### config.mk
export PLATFORM = sky130hd
export DESIGN_NAME = delta_spike_aer_encoder
export DESIGN_NICKNAME = d
export VERILOG_FILES = /design/src/rtl/delta_spike_aer_encoder.sv
export SDC_FILE = /design/constraint.sdc
export NUM_CORES = 1
export LEC_CHECK = 0
export ABC_AREA = 1
export BUFFER_PORTS_ARGS = -buffer_cell sky130_fd_sc_hd__buf_2
export CORE_AREA = 2 2 199 201
export CTS_CLUSTER_DIAMETER = 200
export DETAILED_ROUTE_END_ITERATION = 10
export DIE_AREA = 0 0 201 203
export PLACE_DENSITY_LB_ADDON = 0.3
export SLEW_MARGIN = 10
export SYNTH_ARGS = -nofsm -noshare
export SYNTH_HDL_FRONTEND = slang
export SYNTH_SLANG_ARGS = --single-unit
### constraint.sdc
create_clock -name clk -period 4.8 [get_ports clk]
set_input_delay 0.72 -clock clk [delete_from_list [all_inputs] [get_ports clk]]
set_output_delay 0.72 -clock clk [all_outputs]
set_load 0.02 [all_outputs]
### src/rtl/delta_spike_aer_encoder.sv
// ---------------------------------------------------------------------------
// delta_spike_aer_encoder
//
// Turns the round-robin spike stream of the multichannel delta modulator into
// address-event words {timestamp, polarity, channel} and queues them in a
// first-word-fall-through FIFO for the downstream spiking core / host link.
// One input beat arrives per channel per frame, in channel order 0..CHANNELS-1.
// Events that find the FIFO full are discarded and counted.
//
// Ports
//   clk         in   clock
//   rst         in   synchronous, active-high reset
//   pos_spike   in   positive spike for the current channel beat
//   neg_spike   in   negative spike for the current channel beat
//   valid       in   one channel beat; spike inputs only meaningful while high
//   ev_data     out  head event word {ts, polarity(1=pos), channel}
//   ev_valid    out  FIFO head holds an event
//   ev_ready    in   consumer takes the head when ev_valid && ev_ready
//   frame_done  out  one-cycle pulse after the beat of channel CHANNELS-1
//   overflow    out  sticky, set once any event has been dropped
//   drop_cnt    out  saturating count of dropped events
//   fifo_level  out  current FIFO occupancy
//
// FIFO_DEPTH must be a power of two and at least 2.
// ---------------------------------------------------------------------------
module delta_spike_aer_encoder #(
  parameter  int CHANNELS   = 16,
  parameter  int TS_WIDTH   = 8,
  parameter  int FIFO_DEPTH = 32,
  parameter  int DROP_W     = 16,
  localparam int CH_W       = ($clog2(CHANNELS) < 1) ? 1 : $clog2(CHANNELS),
  localparam int EV_W       = TS_WIDTH + 1 + CH_W,
  localparam int LVL_W      = $clog2(FIFO_DEPTH) + 1
) (
  input  logic              clk,
  input  logic              rst,
  input  logic              pos_spike,
  input  logic              neg_spike,
  input  logic              valid,
  output logic [EV_W-1:0]   ev_data,
  output logic              ev_valid,
  input  logic              ev_ready,
  output logic              frame_done,
  output logic              overflow,
  output logic [DROP_W-1:0] drop_cnt,
  output logic [LVL_W-1:0]  fifo_level
);

  localparam int AW = $clog2(FIFO_DEPTH);

  // Frame position and timestamp
  logic [CH_W-1:0]     ch_cnt_q, ch_cnt_d;
  logic [TS_WIDTH-1:0] ts_q, ts_d;

  // FIFO storage and bookkeeping
  logic [EV_W-1:0]     mem_q [FIFO_DEPTH];
  logic [AW-1:0]       wr_ptr_q, wr_ptr_d;
  logic [AW-1:0]       rd_ptr_q, rd_ptr_d;
  logic [LVL_W-1:0]    level_q, level_d;

  // Registered outputs
  logic [EV_W-1:0]     ev_data_q, ev_data_d;
  logic                ev_valid_q, ev_valid_d;
  logic                frame_done_q, frame_done_d;
  logic                overflow_q, overflow_d;
  logic [DROP_W-1:0]   drop_cnt_q, drop_cnt_d;

  // Per-cycle decode
  logic                last_ch_s;
  logic                event_s;
  logic [EV_W-1:0]     ev_word_s;
  logic                pop_s;
  logic                full_s;
  logic                push_s;
  logic                drop_s;
  logic [LVL_W-1:0]    remain_s;

  // Decode the current beat and the push/pop/drop decision
  always_comb begin
    last_ch_s = (ch_cnt_q == CH_W'(CHANNELS - 1));
    event_s   = valid && (pos_spike || neg_spike);
    // Both spikes at once is illegal upstream; polarity follows pos_spike so
    // it collapses to a single positive event.
    ev_word_s = {ts_q, pos_spike, ch_cnt_q};
    pop_s     = ev_valid_q && ev_ready;
    full_s    = (level_q == LVL_W'(FIFO_DEPTH));
    // A full FIFO still accepts the push when the head leaves in the same cycle.
    push_s    = event_s && (!full_s || pop_s);
    drop_s    = event_s && !push_s;
  end

  // Channel counter and frame timestamp
  always_comb begin
    ch_cnt_d     = ch_cnt_q;
    ts_d         = ts_q;
    frame_done_d = 1'b0;
    if (valid) begin
      frame_done_d = last_ch_s;
      if (last_ch_s) begin
        // Explicit wrap so non-power-of-two channel counts work.
        ch_cnt_d = {CH_W{1'b0}};
        ts_d     = ts_q + {{(TS_WIDTH-1){1'b0}}, 1'b1};
      end else begin
        ch_cnt_d = ch_cnt_q + {{(CH_W-1){1'b0}}, 1'b1};
      end
    end else begin
      ch_cnt_d = ch_cnt_q;
    end
  end

  // FIFO pointers, occupancy and the registered head word
  always_comb begin
    wr_ptr_d   = wr_ptr_q;
    rd_ptr_d   = rd_ptr_q;
    level_d    = level_q;
    ev_data_d  = {EV_W{1'b0}};
    ev_valid_d = 1'b0;
    remain_s   = level_q - LVL_W'(pop_s);

    if (push_s) begin
      wr_ptr_d = wr_ptr_q + {{(AW-1){1'b0}}, 1'b1};
    end else begin
      wr_ptr_d = wr_ptr_q;
    end

    if (pop_s) begin
      rd_ptr_d = rd_ptr_q + {{(AW-1){1'b0}}, 1'b1};
    end else begin
      rd_ptr_d = rd_ptr_q;
    end

    case ({push_s, pop_s})
      2'b10:   level_d = level_q + {{(LVL_W-1){1'b0}}, 1'b1};
      2'b01:   level_d = level_q - {{(LVL_W-1){1'b0}}, 1'b1};
      default: level_d = level_q;
    endcase

    // The head is held in a register so ev_data stays put during a stall.
    // When nothing older survives this cycle, the word being pushed becomes
    // the head directly since it is not yet readable from storage.
    if (level_d == {LVL_W{1'b0}}) begin
      ev_data_d  = {EV_W{1'b0}};
      ev_valid_d = 1'b0;
    end else if (remain_s == {LVL_W{1'b0}}) begin
      ev_data_d  = ev_word_s;
      ev_valid_d = 1'b1;
    end else begin
      ev_data_d  = mem_q[rd_ptr_d];
      ev_valid_d = 1'b1;
    end
  end

  // Drop accounting: sticky flag and saturating counter
  always_comb begin
    overflow_d = overflow_q | drop_s;
    if (drop_s && (drop_cnt_q != {DROP_W{1'b1}})) begin
      drop_cnt_d = drop_cnt_q + {{(DROP_W-1){1'b0}}, 1'b1};
    end else begin
      drop_cnt_d = drop_cnt_q;
    end
  end

  // State and output registers
  always_ff @(posedge clk) begin
    if (rst) begin
      ch_cnt_q     <= {CH_W{1'b0}};
      ts_q         <= {TS_WIDTH{1'b0}};
      wr_ptr_q     <= {AW{1'b0}};
      rd_ptr_q     <= {AW{1'b0}};
      level_q      <= {LVL_W{1'b0}};
      ev_data_q    <= {EV_W{1'b0}};
      ev_valid_q   <= 1'b0;
      frame_done_q <= 1'b0;
      overflow_q   <= 1'b0;
      drop_cnt_q   <= {DROP_W{1'b0}};
    end else begin
      ch_cnt_q     <= ch_cnt_d;
      ts_q         <= ts_d;
      wr_ptr_q     <= wr_ptr_d;
      rd_ptr_q     <= rd_ptr_d;
      level_q      <= level_d;
      ev_data_q    <= ev_data_d;
      ev_valid_q   <= ev_valid_d;
      frame_done_q <= frame_done_d;
      overflow_q   <= overflow_d;
      drop_cnt_q   <= drop_cnt_d;
    end
  end

  // Event storage; contents are don't-care until referenced by the pointers
  always_ff @(posedge clk) begin
    if (!rst && push_s) begin
      mem_q[wr_ptr_q] <= ev_word_s;
    end
  end

  assign ev_data    = ev_data_q;
  assign ev_valid   = ev_valid_q;
  assign frame_done = frame_done_q;
  assign overflow   = overflow_q;
  assign drop_cnt   = drop_cnt_q;
  assign fifo_level = level_q;

endmodule
## After elaboration in Yosys (flattened, before gate mapping)

Memories as Yosys holds them, arrays and structs flattened.
Index checks and enable logic that the tools add are counted.
W data, S select, Z words.

- Add/sub/neg operators: 8
- Eq/ne operators: 5
- Mux-type cells: 7
- Bitwise operators: 2
- Reductions and logical operators: 16

Operators with widths:

| operator | number |
|---|---|
| $add A16 B1 Y16 const B | 1 |
| $ne A16 B16 Y1 const B | 1 |
| $mux W13 | 1 |
| $logic_not A6 Y1 | 2 |
| $pmux W6 S2 | 1 |
| $add A5 B1 Y5 const B | 2 |
| $add A8 B1 Y8 const B | 1 |
| $add A6 B1 Y6 const B | 1 |
| $eq A6 B6 Y1 const B | 1 |
| $logic_and A1 B1 Y1 | 6 |
| $sub A6 B1 Y6 | 1 |
| $sub A6 B1 Y6 const B | 1 |
| $mux W5 | 1 |
| $add A4 B1 Y4 const B | 1 |
| $eq A4 B4 Y1 const B | 1 |
| $mux W4 | 1 |
| $reduce_or A2 Y1 | 2 |
| $logic_not A1 Y1 | 3 |
| $mux W1 | 3 |
| $eq A2 B1 Y1 const B | 1 |
| $eq A2 B2 Y1 const B | 1 |
| $logic_or A1 B1 Y1 | 2 |
| $reduce_and A2 Y1 | 1 |
| $not A1 Y1 | 1 |
| $or A1 B1 Y1 | 1 |

- Bits in registers: 60
- Bits in writable memories: 416
- Bits of input ports: 6
- Output and inout port bits: 38
- Memories: 1

Memories:

| name | words | bits a word | rd ports | clocked after memory_dff | write ports | line | text |
|---|---|---|---|---|---|---|---|
| mem_q | 32 | 13 | 1 | 0 | 1 | 56 | `logic [EV_W-1:0] mem_q [FIFO_DEPTH];` |

## Depth between registers and ports, before layout

- Depth after elaboration: 8
- Depth in mapped cells: 16
- Gate-level depth less buffers: 15

## Worst setup path before layout

OpenSTA, ideal clock, no wires.

- Path kind: input to register
- Start: in neg_spike
- End: reg ev_data_q[2], in the netlist ev_data[2]
- Library setup time: 112 ps
- Arrival: 2,529 ps
- Path slack: 2,159 ps
- Cell stages on the path: 15
- Buffers on the path: 1
- Cells stage by stage: nor2_1 > nor2_4 > nor2_2 > inv_2 > fa_1 > nand3b_1 > nand2_1 > xor2_1 > nand2_1 > nand2_1 > a21oi_1 > nand2_2 > buf_6 > nand3_1 > nor2_1

- Longest elaborated chain between the ends: 7
- Elaborated cells on any way between the ends: 8
- Classes of those cells: eq/ne (2); mux (1); reduce/logical (5)

Ends and longest elaborated chain:

| item | line | text |
|---|---|---|
| from (decl) | 38 | `input logic neg_spike,` |
| $logic_or A1 B1 Y1 * | 81 | `event_s = valid && (pos_spike \|\| neg_spike);` |
| $logic_and A1 B1 Y1 * | 81 |  |
| $logic_and A1 B1 Y1 * | 88 | `push_s = event_s && (!full_s \|\| pop_s);` |
| $eq A2 B1 Y1 / $eq A2 B2 Y1 (equally long branches) | 132 | `case ({push_s, pop_s})` |
| $pmux W6 S2 * | 132 |  |
| $logic_not A6 Y1 * | 141 | `if (level_d == {LVL_W{1'b0}}) begin` |
| $reduce_or A2 Y1 (no source line) * | -- |  |
| to (signal assigned) | 171 | `ev_data_q <= {EV_W{1'b0}};` |
| to (signal assigned) | 182 | `ev_data_q <= ev_data_d;` |
| to (decl) | 62 | `logic [EV_W-1:0] ev_data_q, ev_data_d;` |

Mark *: on every way between the ends. The rest lies on a longest branch, timed or not.
A chain may end at the register's enable or synchronous reset.

## Worst setup path in the final report

- Start: reg ev_valid_q, in the netlist ev_valid
- End: reg ev_data_q[7], in the netlist ev_data[7]

- Longest elaborated chain between the ends: 7
- Elaborated cells on any way between the ends: 13
- Classes of those cells: add/sub (1); eq/ne (2); mux (3); reduce/logical (6); memory (1)

Ends and longest elaborated chain:

| item | line | text |
|---|---|---|
| from (decl) | 63 | `logic ev_valid_q, ev_valid_d;` |
| from (signal assigned) | 183 | `ev_valid_q <= ev_valid_d;` |
| $logic_and A1 B1 Y1 * | 85 | `pop_s = ev_valid_q && ev_ready;` |
| parallel branches: the longest is 6 deep, another holds $sub A6 B1 Y6 | -- |  |

Mark *: on every way between the ends.

==> flow_summary.json <==
{
  "setup_tns_ns": 0,
  "p_seq_share_pct": 47.2,
  "clock-sinks": 476,
  "yosys_warnings": 0,
  "synth_cell_types": 34,
  "netlist.area_leader.share_pct": 59.39,
  "drc": 0,
  "synth.net_count": 2106,
  "vias": 15360,
  "io_pins": 44,
  "syn2layout_area_growth_pct": 11.18,
  "worstPathRequired_ns": 5.28,
  "cts_made_buffers": 49,
  "pre_cts_slack_ns": 1.284,
  "die_area_sq_um": 40800,
  "swShare_pct": 26.29,
  "cts-root-buf": "clkbuf_16",
  "hpwl_mm": 31.90,
  "core_area_sq_um": 38470,
  "r2r_start": "ev_valid",
  "ys.flop_type": "edfxtp_1",
  "port_buffers": 43,
  "synth_edf_count": 416,
  "ys_ff_latch": 476,
  "maxCapViolCount": 0,
  "finalCriticalPeriod_ns": 3.178,
  "synth_area_leaders": "edfxtp_1 (59%), nand2_1 (11%), nand3_1 (11%), dfxtp_1 (5.7%), inv_1 (3.0%)",
  "postCtsSetupBuffers": 0,
  "cp-startpoint": "ev_valid",
  "yosysMostFrequentCell": "nand2_1",
  "gr-total-overflow": 0,
  "p_sw_mw": 2.539,
  "instances_no_fill": 2678,
  "status": "finished, final reports clean",
  "clkPwrFrac_pct": 39.6,
  "grt_pass1_vias": 15070,
  "synth_commonest_cells": "nand2_1 (628), nand3_1 (446), edfxtp_1 (416), inv_1 (169), nor2_1 (94)",
  "postLayoutCoreUtil_pct": 60.80,
  "antenna_left": 0,
  "hold_class": "flop to flop",
  "ctsResizeCount": 0,
  "cellLeakagePower_nw": 9.635,
  "synth_top_area_cell": "edfxtp_1",
  "synth_cells": 2086,
  "avgViaCountPerCell": 5.737,
  "drive_gt1_share_pct": 9.028,
  "cts_tree": "done",
  "rsz0062_at_grt": "false",
  "avgSynthCellArea_sq_um": 10.08,
  "grt_usage_pct": 27.74,
  "drtIter0Drc": 1838,
  "fp.dieW_microns": 201,
  "grt_max_degree": 121,
  "ys_async_sr_fraction_pct": 0,
  "worstHoldStart": "overflow",
  "antenna_found_initial": 0,
  "ys_seq_area_share_pct": 65.10,
  "nets": 2142,
  "grt_pass1_wl_mm": 86.75,
  "worst_setup_path_end_kind": "flop",
  "finalCritPeriodShare_pct": 66.20,
  "drv_slew": 0,
  "startpoint_type": "flop",
  "cp_max_fo": 66,
  "holdWs_ns": 0.4722,
  "total_power_mw": 9.658,
  "cts-hold-fix-buffers": 0,
  "placed_area_sq_um": 21780,
  "syn_area_sq_um": 21030,
  "diodes": 0,
  "drt_wl_total_mm": 55.79,
  "dp_cells": 2589,
  "timing.fmax_mhz": 314.7,
  "fin_skew_ns": 0.03119,
  "clk_pin_slew_ns": 0.06,
  "slew_headroom_pct": 16.92,
  "htree_levels": 2,
  "cts.path.max_buffers": 3,
  "clk_latency_ns": 0.59,
  "nFillCells": 3144,
  "start_util_pct": 54.68,
  "num_rows": 72,
  "hold_viol": 0,
  "power.density_nw_per_um2": 413.0,
  "place.gp.congestion": 0.9410,
  "power.internal_mw": 7.119,
  "setup_slack_ns": 1.622,
  "critical_path_arrival_ns": 3.65,
  "tightestPinTransition_ns": 1.242,
  "setup_viol": 0,
  "pwr-share-comb_pct": 13.2,
  "design_area_sq_um": 23390,
  "firstDrtPassIters": 6,
  "avgRoutedWirePerCell_microns": 20.83,
  "path_class": "flop to flop",
  "die_y_microns": 203,
  "ir_drop_uv": 267.8
}
-- flip-flops by register name, indices dropped and copies added (netlist names) --
signal	flops
ev_data	13
ch_cnt_q	4
frame_done	1
ts_q	8
fifo_level	6
overflow	1
mem_q	416
drop_cnt	16
rd_ptr_q	5
wr_ptr_q	5
ev_valid	1
-- power groups by stage --
stage | logic [mW] | clock network (mW) | registers [mW]
floorplan | 0.852 | 0 | 4.68
global placement | 1.24 | 0 | 4.64
detailed placement | 1.26 | 0 | 4.64
CTS | 1.26 | 3.86 | 4.55
global route | 1.41 | 4.03 | 4.55
finish | 1.28 | 3.82 | 4.55
-- per-layer routing --
layer	routed length, microns	vias up	track usage (%)
met1	22570	7368	38.32
met3	4904	140	3.660
met2	25910	740	43.86
met5	0	-	0
li1	-	7115	-
met4	2408	0	13.31
-- logic make-up after synthesis --
logic type / count (synthesis) / synth area share, %
flip-flops: 476 / 65.10
XOR/XNOR: 12 / 0.5354
buffers and inverters: 291 / 6.288
AO/OA/AOI/OAI: 51 / 1.255
adder cells (fa/ha/maj): 14 / 0.8685
AND/OR/NAND/NOR: 1242 / 25.95
-- critical path, stage by stage, from the launching register on --
cell,delay (ns)
dfxtp_1,0.40
nand2_2,0.19
nand2_4,0.53
nand2_4,0.44
buf_12,0.36
nand2_1,0.09
nand2_1,0.05
nand2_1,0.05
nand3_1,0.13
nand3_1,0.22
nand2_1,0.09
nand2_1,0.13
nand2_1,0.09
nor2_1,0.12
nor2_1,0.05
-- cell type report --
type	count	area, sq um	share of cell area [%]
well taps	518	648.1	2.771
clock buffers	71	1421	6.078
inverters	173	649.4	2.777
flip-flops and latches	476	13690	58.56
multi-input cells	1319	6070	25.95
repair buffers	103	715.7	3.060
clock inverters	18	187.7	0.8025
-- cell usage in the layout (no fill, tap or decap), types with 2 or more instances in the layout --
| cell | count |
|---|---|
| buf_12 | 4 |
| dfxtp_1 | 59 |
| clkbuf_1 | 13 |
| nand3b_1 | 42 |
| nor2_2 | 2 |
| nor2_1 | 94 |
| nand2_1 | 626 |
| clkinv_1 | 5 |
| bufinv_16 | 4 |
| ha_1 | 13 |
| nand2_4 | 3 |
| xnor2_1 | 2 |
| buf_2 | 43 |
| xor2_1 | 8 |
| edfxtp_1 | 416 |
| inv_1 | 169 |
| nand4_1 | 3 |
| nand3_1 | 446 |
| buf_4 | 56 |
| nor4_1 | 3 |
| nand2_2 | 4 |
| nor3_1 | 14 |
| clkbuf_8 | 7 |
| clkbuf_16 | 51 |
| a21oi_1 | 30 |
| clkinv_2 | 7 |
| inv_2 | 4 |
| o21ai_0 | 17 |
-- final timing paths --
kind / end / slack (ns) / depth (start not counted)
worst max-delay path: ev_data[7] / 1.62 / 14
worst min-delay path: overflow / 0.47 / 2
worst max register to register: ev_data[7] / 1.62 / 14
worst min register to register: overflow / 0.47 / 2
(Power assumes the default switching activity.)
